`src/rtl/blob_list_writer.sv`:
```
// Writes accepted blob records as 3-word RAM entries, then a 3-word 0xFFFFFFFF terminator.
// Optional size filter: define BLOB_SIZE_FILTER_EN to drop blobs smaller than minimum_blob_size.
module blob_list_writer #(
  parameter int unsigned BASE_ADDR = 200000,
  parameter int unsigned MAX_BLOBS = 1000
) (
  input  logic        clk,
  input  logic        reset,
  input  logic        enable_blob_writer,
  input  logic        pause,
  input  logic [7:0]  minimum_blob_size,
  input  logic        blob_valid,
  input  logic [15:0] blob_size,
  input  logic [31:0] blob_word0,
  input  logic [31:0] blob_word1,
  input  logic [31:0] blob_word2,
  input  logic        extraction_done,
  output logic        blob_ready,
  output logic        wren,
  output logic [17:0] address,
  output logic [31:0] data_write,
  output logic [15:0] blob_extraction_blob_counter,
  output logic        blob_list_overflow,
  output logic        blob_list_done
);

  localparam logic [17:0] BASE = 18'(BASE_ADDR);
  localparam logic [15:0] CAP  = 16'(MAX_BLOBS);

  localparam logic [3:0] IDLE      = 4'd0;
  localparam logic [3:0] WAIT_BLOB = 4'd1;
  localparam logic [3:0] WR0       = 4'd2;
  localparam logic [3:0] WR1       = 4'd3;
  localparam logic [3:0] WR2       = 4'd4;
  localparam logic [3:0] TERM0     = 4'd5;
  localparam logic [3:0] TERM1     = 4'd6;
  localparam logic [3:0] TERM2     = 4'd7;
  localparam logic [3:0] DONE      = 4'd8;

  logic [3:0]  state_q, state_d;
  logic [15:0] cnt_q, cnt_d;
  logic        ovf_q, ovf_d;
  logic        dflag_q, dflag_d;
  // Tracks BASE + 3*counter so no multiplier is needed for the entry address.
  logic [17:0] entry_q, entry_d;
  logic [31:0] w0_q, w0_d, w1_q, w1_d, w2_q, w2_d;
  logic        size_drop;

`ifdef BLOB_SIZE_FILTER_EN
  assign size_drop = blob_size < {8'd0, minimum_blob_size};
`else
  logic filter_unused;
  assign filter_unused = ^{blob_size, minimum_blob_size};
  assign size_drop     = 1'b0;
`endif

  assign blob_extraction_blob_counter = cnt_q;
  assign blob_list_overflow           = ovf_q;
  assign blob_list_done               = (state_q == DONE);

  always_comb begin
    blob_ready = (state_q == WAIT_BLOB) && enable_blob_writer;
    wren       = 1'b0;
    address    = '0;
    data_write = '0;
    case (state_q)
      WR0:   begin wren = ~pause; address = entry_q;         data_write = w0_q;         end
      WR1:   begin wren = ~pause; address = entry_q + 18'd1; data_write = w1_q;         end
      WR2:   begin wren = ~pause; address = entry_q + 18'd2; data_write = w2_q;         end
      TERM0: begin wren = ~pause; address = entry_q;         data_write = 32'hFFFF_FFFF; end
      TERM1: begin wren = ~pause; address = entry_q + 18'd1; data_write = 32'hFFFF_FFFF; end
      TERM2: begin wren = ~pause; address = entry_q + 18'd2; data_write = 32'hFFFF_FFFF; end
      default: ;
    endcase
  end

  always_comb begin
    state_d = state_q;
    cnt_d   = cnt_q;
    ovf_d   = ovf_q;
    dflag_d = dflag_q;
    entry_d = entry_q;
    w0_d    = w0_q;
    w1_d    = w1_q;
    w2_d    = w2_q;
    if (extraction_done && state_q != IDLE && state_q != DONE) dflag_d = 1'b1;
    // Abort wins over everything; counter and overflow are deliberately kept.
    if (!enable_blob_writer && state_q != IDLE) begin
      state_d = IDLE;
    end else begin
      case (state_q)
        IDLE: if (enable_blob_writer) begin
          state_d = WAIT_BLOB;
          cnt_d   = '0;
          ovf_d   = 1'b0;
          dflag_d = 1'b0;
          entry_d = BASE;
        end
        WAIT_BLOB: if (blob_valid) begin
          w0_d = blob_word0;
          w1_d = blob_word1;
          w2_d = blob_word2;
          if (!size_drop) begin
            if (cnt_q >= CAP) ovf_d = 1'b1;
            else state_d = WR0;
          end
        end else if (dflag_q) begin
          state_d = TERM0;
        end
        WR0:   if (!pause) state_d = WR1;
        WR1:   if (!pause) state_d = WR2;
        WR2:   if (!pause) begin
          state_d = WAIT_BLOB;
          cnt_d   = cnt_q + 16'd1;
          entry_d = entry_q + 18'd3;
        end
        TERM0: if (!pause) state_d = TERM1;
        TERM1: if (!pause) state_d = TERM2;
        TERM2: if (!pause) state_d = DONE;
        DONE:  ;
        default: state_d = IDLE;
      endcase
    end
  end

  always_ff @(posedge clk) begin
    if (reset) begin
      state_q <= IDLE;
      cnt_q   <= '0;
      ovf_q   <= 1'b0;
      dflag_q <= 1'b0;
      entry_q <= '0;
      w0_q    <= '0;
      w1_q    <= '0;
      w2_q    <= '0;
    end else begin
      state_q <= state_d;
      cnt_q   <= cnt_d;
      ovf_q   <= ovf_d;
      dflag_q <= dflag_d;
      entry_q <= entry_d;
      w0_q    <= w0_d;
      w1_q    <= w1_d;
      w2_q    <= w2_d;
    end
  end

endmodule
```
`config.mk`:
```
export PLATFORM = sky130hd
export DESIGN_NAME = blob_list_writer
export DESIGN_NICKNAME = d
export VERILOG_FILES = /design/src/rtl/blob_list_writer.sv
export SDC_FILE = /design/constraint.sdc
export NUM_CORES = 1
export LEC_CHECK = 0
export ABC_AREA = 1
export CAP_MARGIN = 15
export CORE_UTILIZATION = 40
export DETAILED_ROUTE_END_ITERATION = 10
export PLACE_DENSITY = 0.69
export SLEW_MARGIN = 10
export SYNTH_ARGS = -nofsm -noshare
export SYNTH_HDL_FRONTEND = slang
export SYNTH_SLANG_ARGS = --single-unit
export TNS_END_PERCENT = 10
```
`constraint.sdc`:
```
create_clock -name clk -period 3.25 [get_ports clk]
set_input_delay 0.65 -clock clk [delete_from_list [all_inputs] [get_ports clk]]
set_output_delay 0.65 -clock clk [all_outputs]
set_load 0.02 [all_outputs]
```
==> flow_summary_export.csv, run 1 <==
group,metric,value,unit
yosys,async_flop_share,0,%
yosys,synth_edf_count,0,
sta,period_share,99.2,%
placed_design,place_area,0.00881,mm^2
critical_path,cp.arrival,2.57,ns
detailed_routing,firstDrtPassIters,6,
clock_tree,cts_max_level,4,
sta,min_period,3.22,ns
critical_path,required,2.60,ns
sta,hold_violations,0,
finish,nets,1360,
critical_path,crit_path_start,"state_q[2]$_SDFFE_PP0P_",
yosys,yosys_warnings,0,
detailed_routing,viasPerCell,5.12,
sta,max_freq,310,MHz
sta,setup_viol,0,
global_route,grt_max_degree,98,
status,status,"finished, final reports clean",
yosys,syn-num-nets,1205,
sta,worst_slew_pin_slew,0.857,ns
placed_design,placedCellCount,1427,
floorplan,row_count,47,
finish,drive_above_1_share,6.77,%
placed_design,gp_congestion,0.929,
power_and_ir_drop,power_leakage,4.16,nW
clock_tree,cts_tree,"built",
floorplan,core_area,0.0168,mm^2
clock_tree,cts_buffer_depth,2,
global_route,gr-total-overflow,0,
finish,fin_util,57.0,%
clock_tree,cts_sinks,136,
finish,num-fill-cells,1654,
critical_path,end_kind,"output pin",
sta,rsz0062_at_grt,"true",
yosys,synth.largest_area_cell,"dfxtp_1",
critical_path,r2r_start,"state_q[1]$_SDFFE_PP0P_",
sta,relSlewSlack,42.7,%
critical_path,rr_worst_depth,9,
clock_tree,cts.clk_slew.worst_paths,0.06,ns
yosys,synth_commonest_cells,"nor2_1 (262), nand2_1 (193), o21ai_0 (148)",
yosys,synth_top_flop_cell,"dfxtp_1",
power_and_ir_drop,vdd_ir_drop_max,510,uV
finish,antennaDiodeCount,0,
floorplan,io_pins,196,
global_route,grt_pass1_wl,35400,um
yosys,ys_seq_area_share,39.2,%
yosys,syn_inst,1073,
sta,finClkSkew,0.0114,ns
flow_run,drv_cap,0,
finish,area_growth,37.5,%
yosys,synth_seq_cells,136,
finish,stdcell_count,1461,
power_and_ir_drop,cellPowerDensity,655,mW/mm^2
detailed_routing,num_vias,7483,
placed_design,pre_cts_ws,0.320,ns
floorplan,die_height,134,um
sta,slew_viol_final,0,
critical_path,rr_endpoint,"entry_q[7]$_SDFFE_PP0P_",
critical_path,cp-endpoint,"address[4]",
sta,fin_setup_tns,0,ns
clock_tree,numCtsBuffers,17,
critical_path,cp-start-kind,"flip-flop",
detailed_routing,drtIter0Drc,620,
yosys,synth.area.top_cells,"dfxtp_1 (39%), nor2_1 (14%), o21ai_0 (11%)",
worst_hold_path,hp-class,"flip-flop to flip-flop",
critical_path,crit_type,"flip-flop to output pin",
yosys,avgSynthCellArea,6.47,um^2
global_route,grt_pass1_vias,6903,
yosys,yosysMostFrequentCell,"nor2_1",
critical_path,rrSetupSlack,0.90,ns
global_route,track_usage,25.0,%
placed_design,io_buffers,171,
yosys,syn_area,0.00694,mm^2
clock_tree,clk_latency,0.43,ns
critical_path,cp_max_fo,7,
detailed_routing,wl_per_cell,14.7,um
yosys,synth.distinct_cells,34,
clock_tree,clock-root-buffer,"clkbuf_16",
detailed_routing,wl,21500,um
sta,fin_ws,0.0258,ns
floorplan,initial_core_util,41.4,%
global_route,antenna_found_initial,1,
detailed_routing,drc,0,
floorplan,fp.dieW,134,um
detailed_routing,ant_nets,0,
yosys,synth_top_area_share,39.2,%
placed_design,hpwl,14100,um
floorplan,die-area,0.0179,mm^2
finish,fin_area,0.00955,mm^2
## worst max-delay path, cell delays in order, from the launching register on
cell             delay [ns]
dfxtp_2                0.39
inv_1                  0.10
nor2_4                 0.11
nand3_1                0.19
nand2_4                0.20
clkinvlp_4             0.17
buf_12                 0.16
o22ai_1                0.11
nand2_1                0.07
nand2_1                0.06
clkdlybuf4s50_1        0.59
## cell usage in the layout, fill, tap and decap left out, types with 15 or more instances in the layout
cell type and count:
clkbuf_16 17, nand2_1 192, inv_1 67, nor2_1 257
nand3_1 93, dfxtp_1 132, clkdlybuf4s50_1 158, buf_4 15
o21ai_0 147, a21oi_1 34
## sequential cells by signal, indices dropped and copies added (netlist names)
signal and flops:
blob_list_overflow 1, w2_q 32, w1_q 32, entry_q 18, blob_extraction_blob_counter 16, w0_q 32
dflag_q 1, state_q 4
## worst min path at each step
stage	start	to	depth (start not counted)
after detailed placement	dflag_q$_SDFF_PP0_	dflag_q$_SDFF_PP0_	2
after floorplan	dflag_q$_SDFF_PP0_	dflag_q$_SDFF_PP0_	2
after global placement	dflag_q$_SDFF_PP0_	dflag_q$_SDFF_PP0_	2
after global routing	w2_q[11]$_SDFFE_PP0P_	w2_q[11]$_SDFFE_PP0P_	2
final	w2_q[9]$_SDFFE_PP0P_	w2_q[9]$_SDFFE_PP0P_	2
after CTS	w2_q[9]$_SDFFE_PP0P_	w2_q[9]$_SDFFE_PP0P_	2
## power by group
part	internal [W]	leakage [nW]	switching [W]	total, W
Combinational	0.000682	2.75	0.00120	0.00189
Clock	0.00132	0.306	0.000783	0.00210
Sequential	0.00203	1.11	0.000244	0.00227
Total	0.00403	4.16	0.00223	0.00626
## timing repair
item                                   in CTS  in global routing
buffers inserted                            2                  0
gates resized for setup                    11                 21
hold buffers                                0                  0
endpoints found under the hold margin       0                  0
setup endpoints to repair                  16                 49
## cells by family after synthesis
group           after synthesis  synth area share (%)
simple gates                580                  34.8
compound gates              220                  16.8
flops                       136                  39.2
buf+inv                     128                  7.73
fa+ha+maj                     6                  1.08
xor+xnor                      3                 0.379
## layout make-up
cell class / instances / area (um^2) / share of cell area [%]
Tap cell: 220 / 275 / 2.88
Clock inverter: 12 / 185 / 1.94
Multi-Input combinational cell: 809 / 3720 / 39.0
Clock buffer: 20 / 447 / 4.68
Sequential cell: 136 / 2730 / 28.6
Timing Repair Buffer: 189 / 1900 / 19.9
Inverter: 75 / 288 / 3.01
## metrics by stage
step	total power, W	hold WS, ns
3_3_place_gp	0.00411	0.467
3_5_place_dp	0.00413	0.467
4_1_cts	0.00628	0.495
5_1_grt	0.00663	0.516
2_1_floorplan	0.00345	0.437
6_report	0.00626	0.494
## metal layers
layer	vias to the layer above	track usage (%)	part of all wire [%]
met5	-	0	0
met4	0	8.65	1.8
met3	25	8.11	8.5
met2	248	38.8	45
met1	3392	32.3	45
li1	3818	-	-
No activity file was read; power rests on OpenSTA's default activity.
==> run 2, diff against run 1 <==
==> constraint.sdc (replaced) <==
create_clock -name clk -period 3.4 [get_ports clk]
set_input_delay 0.68 -clock clk [delete_from_list [all_inputs] [get_ports clk]]
set_output_delay 0.68 -clock clk [all_outputs]
set_load 0.02 [all_outputs]
==> flow_summary_export.csv, run 2 (synthesis results as in run 1) <==
group,metric,value,unit
status,status,"finished, final reports clean",
power_and_ir_drop,vdd_ir_drop_max,348,uV
critical_path,r2r_start,"state_q[2]$_SDFFE_PP0P_",
clock_tree,clock-root-buffer,"clkbuf_16",
sta,hold_violations,0,
detailed_routing,drtIter0Drc,544,
global_route,track_usage,24.2,%
global_route,grt_pass1_wl,34400,um
worst_hold_path,hp-class,"flip-flop to flip-flop",
clock_tree,cts_buffer_depth,2,
critical_path,path_buf_inv,3,
finish,fin_area,0.00945,mm^2
floorplan,io_pins,196,
floorplan,initial_core_util,41.4,%
detailed_routing,routed.top_layer,"met4",
sta,min_period,3.30,ns
detailed_routing,num_vias,7485,
detailed_routing,wl,21400,um
critical_path,path_common_cell,"nand2_1",
floorplan,die_height,134,um
sta,relSlewSlack,39.6,%
floorplan,die-area,0.0179,mm^2
power_and_ir_drop,cellPowerDensity,618,mW/mm^2
clock_tree,cts-hold-fix-buffers,0,
detailed_routing,drc,0,
detailed_routing,viasPerCell,5.13,
clock_tree,clk_latency,0.42,ns
critical_path,end_kind,"output pin",
critical_path,cp_slowest_cell,"clkdlybuf4s50_1",
clock_tree,cts.clk_slew.worst_paths,0.07,ns
detailed_routing,wl_met3,1880,um
finish,layout_common_cells,"nor2_1 (259), nand2_1 (193), clkdlybuf4s50_1 (169), o21ai_0 (147), dfxtp_1 (130)",
placed_design,io_buffers,171,
placed_design,place_area,0.00879,mm^2
floorplan,row_count,47,
sta,slew_viol_final,0,
finish,largestRegisters,"w0_q: 32 flops, w1_q: 32 flops, w2_q: 32 flops",
finish,antennaDiodeCount,0,
placed_design,gp_congestion,0.913,
finish,nets,1358,
critical_path,path_cells,"ha_2 -> inv_1 -> nor2_1 -> nand2_1 -> inv_1 -> nand2_1 -> nand2_1 -> nand3_1 -> o211ai_1 -> clkdlybuf4s50_1",
sta,holdWs,0.488,ns
finish,drive_above_1_share,6.70,%
global_route,antenna_found_initial,1,
clock_tree,cts_max_level,4,
global_route,grt_pass1_vias,6831,
critical_path,path_delay_family,"buffers and inverters",
clock_tree,cts_tree,"built",
clock_tree,numCtsBuffers,17,
floorplan,fp.dieW,134,um
critical_path,slowest_delay,0.62,ns
clock_tree,cts_sinks,136,
global_route,grt_max_degree,98,
detailed_routing,wl_per_cell,14.7,um
floorplan,core_area,0.0168,mm^2
worst_hold_path,hold_end,"dflag_q$_SDFF_PP0_",
sta,finClkSkew,0.00983,ns
detailed_routing,ant_nets,0,
critical_path,cp.arrival,2.62,ns
global_route,gr-total-overflow,0,
finish,final_common_cell,"nor2_1",
worst_hold_path,hp-start,"dflag_q$_SDFF_PP0_",
flow_run,drv_cap,0,
placed_design,hpwl,14100,um
critical_path,crit_type,"flip-flop to output pin",
detailed_routing,firstDrtPassIters,6,
power_and_ir_drop,power_leakage,3.94,nW
finish,fin_util,56.4,%
detailed_routing,met2_length,9640,um
critical_path,rr_worst_depth,10,
sta,period_share,97.0,%
sta,worst_slew_pin_slew,0.903,ns
critical_path,rrSetupSlack,1.03,ns
critical_path,rr_endpoint,"blob_extraction_blob_counter[4]$_SDFFE_PP0P_",
sta,max_freq,303,MHz
worst_hold_path,hold_depth,2,
critical_path,cp-start-kind,"flip-flop",
sta,rsz0062_at_grt,"true",
power_and_ir_drop,total_power,0.00584,W
critical_path,cp_max_fo,8,
sta,setup_viol,0,
detailed_routing,wl_met1,9570,um
finish,area_growth,36.2,%
critical_path,required,2.72,ns
sta,fin_setup_tns,0,ns
-- run 2: per-layer routing --
| layer | vias to the layer above | GRT usage, % |
|---|---|---|
| met2 | 246 | 37.8 |
| met3 | 23 | 9.25 |
| li1 | 3810 | - |
| met4 | 0 | 7.32 |
| met1 | 3406 | 30.6 |
| met5 | - | 0 |
-- run 2: worst max-delay path by stage --
stage,from,to,slack [ns],cells after the start
global route,entry_q[5]$_SDFFE_PP0P_,address[12],-0.05,9
finish,entry_q[1]$_SDFFE_PP0P_,address[12],0.10,10
global placement,state_q[0]$_SDFFE_PP0P_,address[3],0.36,7
floorplan,entry_q[1]$_SDFFE_PP0P_,address[15],1.11,9
CTS,state_q[0]$_SDFFE_PP0P_,address[3],0.02,8
detailed placement,state_q[0]$_SDFFE_PP0P_,address[3],0.38,7
-- run 2: power by group --
part / switching, W / total, W / leakage (nW) / internal [W]
clock: 0.000775 / 0.00190 / 0.295 / 0.00112
sequential: 0.000236 / 0.00218 / 1.11 / 0.00194
combinational: 0.00114 / 0.00177 / 2.54 / 0.000634
-- run 2: layout make-up --
class,count,area [um^2]
clock buffer,18,439
timing repair buffer,187,1850
clock inverter,14,159
multi-input combinational,809,3710
sequential,136,2730
tap,220,275
fill,1691,7310
inverter,75,290
-- run 2: metrics by stage --
stage          instances  worst slack (ns)
6_report            1459             0.103
5_1_grt             1459           -0.0457
4_1_cts             1457            0.0223
3_5_place_dp        1425             0.382
3_3_place_gp        1425             0.361
2_1_floorplan       1073              1.11
-- run 2: tightest hold or removal path, delay by kind of cell, from the launching register on --
kind	cells	cell delay, ns
flip-flops	1	0.33
AND/OR/NAND/NOR	1	0.08
AO/OA/AOI/OAI	1	0.04
-- run 2: what timing repair did --
action	CTS	global route
endpoints found under the setup margin	8	14
hold endpoints to repair	0	0
gates resized for setup	3	16
buffers inserted	0	2
==> run 3, diff against run 2 <==
==> constraint.sdc (replaced) <==
create_clock -name clk -period 3.4 [get_ports clk]
set_input_delay 0.68 -clock clk [delete_from_list [all_inputs] [get_ports clk]]
set_output_delay 0.68 -clock clk [all_outputs]
set_load 0.05 [all_outputs]
==> flow_summary_export.csv, run 3 (synthesis results as in run 1) <==
group,metric,value,unit
finish,final_common_cell,"nor2_1",
sta,max_freq,320,MHz
placed_design,gp_congestion,0.923,
clock_tree,cts_buffer_depth,2,
placed_design,place_area,0.00891,mm^2
clock_tree,cts_sinks,136,
sta,hold_violations,0,
finish,layout_common_cells,"nor2_1 (261), nand2_1 (193), o21ai_0 (148), dfxtp_1 (136), clkdlybuf4s50_1 (120)",
critical_path,crit_type,"flip-flop to output pin",
worst_hold_path,hp-class,"flip-flop to flip-flop",
sta,min_period,3.12,ns
global_route,grt_use_met3,9.09,%
critical_path,r2r_start,"state_q[2]$_SDFFE_PP0P_",
power_and_ir_drop,power_leakage,4.03,nW
global_route,use_met2,38.5,%
clock_tree,cts_tree,"built",
placed_design,hpwl,14100,um
detailed_routing,viasPerCell,5.15,
power_and_ir_drop,cellPowerDensity,628,mW/mm^2
critical_path,rr_endpoint,"blob_extraction_blob_counter[4]$_SDFFE_PP0P_",
floorplan,io_pins,196,
global_route,grt_pass1_wl,34800,um
worst_hold_path,hold_depth,2,
finish,fin_area,0.00948,mm^2
critical_path,cp-endpoint,"address[3]",
clock_tree,clock-root-buffer,"clkbuf_16",
clock_tree,cts-hold-fix-buffers,0,
sta,worst_slew_pin_slew,0.859,ns
finish,largestRegisters,"w0_q: 32 flops, w1_q: 32 flops, w2_q: 32 flops",
detailed_routing,drc,0,
global_route,top_usage_layer,"met2",
critical_path,crit_path_start,"state_q[2]$_SDFFE_PP0P_",
sta,rsz0062_at_grt,"false",
placed_design,io_buffers,171,
status,status,"finished, final reports clean",
detailed_routing,num_vias,7494,
floorplan,core_area,0.0168,mm^2
sta,fin_setup_tns,0,ns
critical_path,required,2.72,ns
global_route,antenna_found_initial,1,
sta,slew_viol_final,0,
sta,setup_viol,0,
global_route,grt_max_degree,98,
critical_path,cp.arrival,2.44,ns
detailed_routing,ant_nets,0,
clock_tree,numCtsBuffers,17,
sta,relSlewSlack,42.5,%
global_route,gr-total-overflow,0,
global_route,grt_pass1_vias,7018,
sta,period_share,91.9,%
critical_path,end_kind,"output pin",
floorplan,row_count,47,
detailed_routing,wl_per_cell,14.5,um
critical_path,rrSetupSlack,1.03,ns
sta,finClkSkew,0.0171,ns
clock_tree,cts_resized,0,
finish,area_growth,36.6,%
floorplan,initial_core_util,41.4,%
critical_path,cp-start-kind,"flip-flop",
critical_path,rr_worst_depth,10,
detailed_routing,wl,21100,um
clock_tree,cts.clk_slew.worst_paths,0.06,ns
finish,drive_above_1_share,9.40,%
floorplan,die_height,134,um
finish,nets,1353,
clock_tree,clk_latency,0.43,ns
floorplan,die-area,0.0179,mm^2
detailed_routing,drtIter0Drc,647,
detailed_routing,firstDrtPassIters,6,
global_route,grtUsageMet1,30.7,%
flow_run,drv_cap,0,
power_and_ir_drop,vdd_ir_drop_max,401,uV
clock_tree,postCtsSetupRepairBufs,0,
clock_tree,cts_max_level,4,
floorplan,fp.dieW,134,um
global_route,track_usage,24.4,%
critical_path,cp_max_fo,12,
==> run 3: cell types whose count changed in the layout (fill, tap and decap cells not counted), sizes merged <==
| cell | previous run | this run |
|---|---|---|
| bufinv | 2 | 0 |
| diode | 0 | 1 |
| buf | 16 | 62 |
| clkinv | 3 | 4 |
| dlymetal6s2s | 2 | 0 |
| clkdlybuf4s50 | 169 | 120 |
| inv | 82 | 83 |
==> run 3: layer usage <==
layer	part of all wire, %	wire (um)	vias up
met5	0	0	-
met4	1.7	349	0
li1	-	-	3804
met3	8.7	1820	28
met2	46	9660	242
met1	44	9230	3420
==> run 3: final cells by class <==
cell class	count	area, um^2
Timing Repair Buffer	182	1940
Clock inverter	14	133
Antenna cell	1	2.50
Clock buffer	18	439
Sequential cell	136	2720
Fill cell	1680	7280
Inverter	75	284
Tap cell	220	275
Multi-Input combinational cell	809	3690
==> run 3: how the worst min path moves through the flow <==
| stage | start | end |
|---|---|---|
| 2_1_floorplan | dflag_q$_SDFF_PP0_ | dflag_q$_SDFF_PP0_ |
| 3_3_place_gp | dflag_q$_SDFF_PP0_ | dflag_q$_SDFF_PP0_ |
| 3_5_place_dp | dflag_q$_SDFF_PP0_ | dflag_q$_SDFF_PP0_ |
| 4_1_cts | dflag_q$_SDFF_PP0_ | dflag_q$_SDFF_PP0_ |
| 5_1_grt | dflag_q$_SDFF_PP0_ | dflag_q$_SDFF_PP0_ |
| 6_report | dflag_q$_SDFF_PP0_ | dflag_q$_SDFF_PP0_ |
==> run 3: where the power goes <==
| part | internal, W | total [W] | switching (W) |
|---|---|---|---|
| clock network | 0.000986 | 0.00179 | 0.000808 |
| registers | 0.00193 | 0.00216 | 0.000224 |
| logic | 0.000656 | 0.00200 | 0.00135 |
| total | 0.00358 | 0.00595 | 0.00238 |
==> run 3: critical path, cell delays in order (launching register included) <==
cell and delay (ns):
dfxtp_1 0.46, inv_1 0.13, nor2_4 0.12, nand3_1 0.15
nand2_2 0.22, inv_1 0.27, nand2_1 0.17, a21oi_1 0.05
nor2_1 0.26, buf_12 0.18
==> run 3: per-stage QoR <==
step                      std cells  power, W  util, %  hold slack, ns  setup slack, ns
after floorplan                1073   0.00350        -           0.437            0.730
after CTS                      1454   0.00598     56.6           0.484            0.204
final                          1455   0.00595     56.6           0.483            0.277
after detailed placement       1422   0.00418     53.1           0.470            0.454
after global placement         1422   0.00416     53.1           0.462            0.454
after global routing           1454   0.00632     56.6           0.520           0.0773
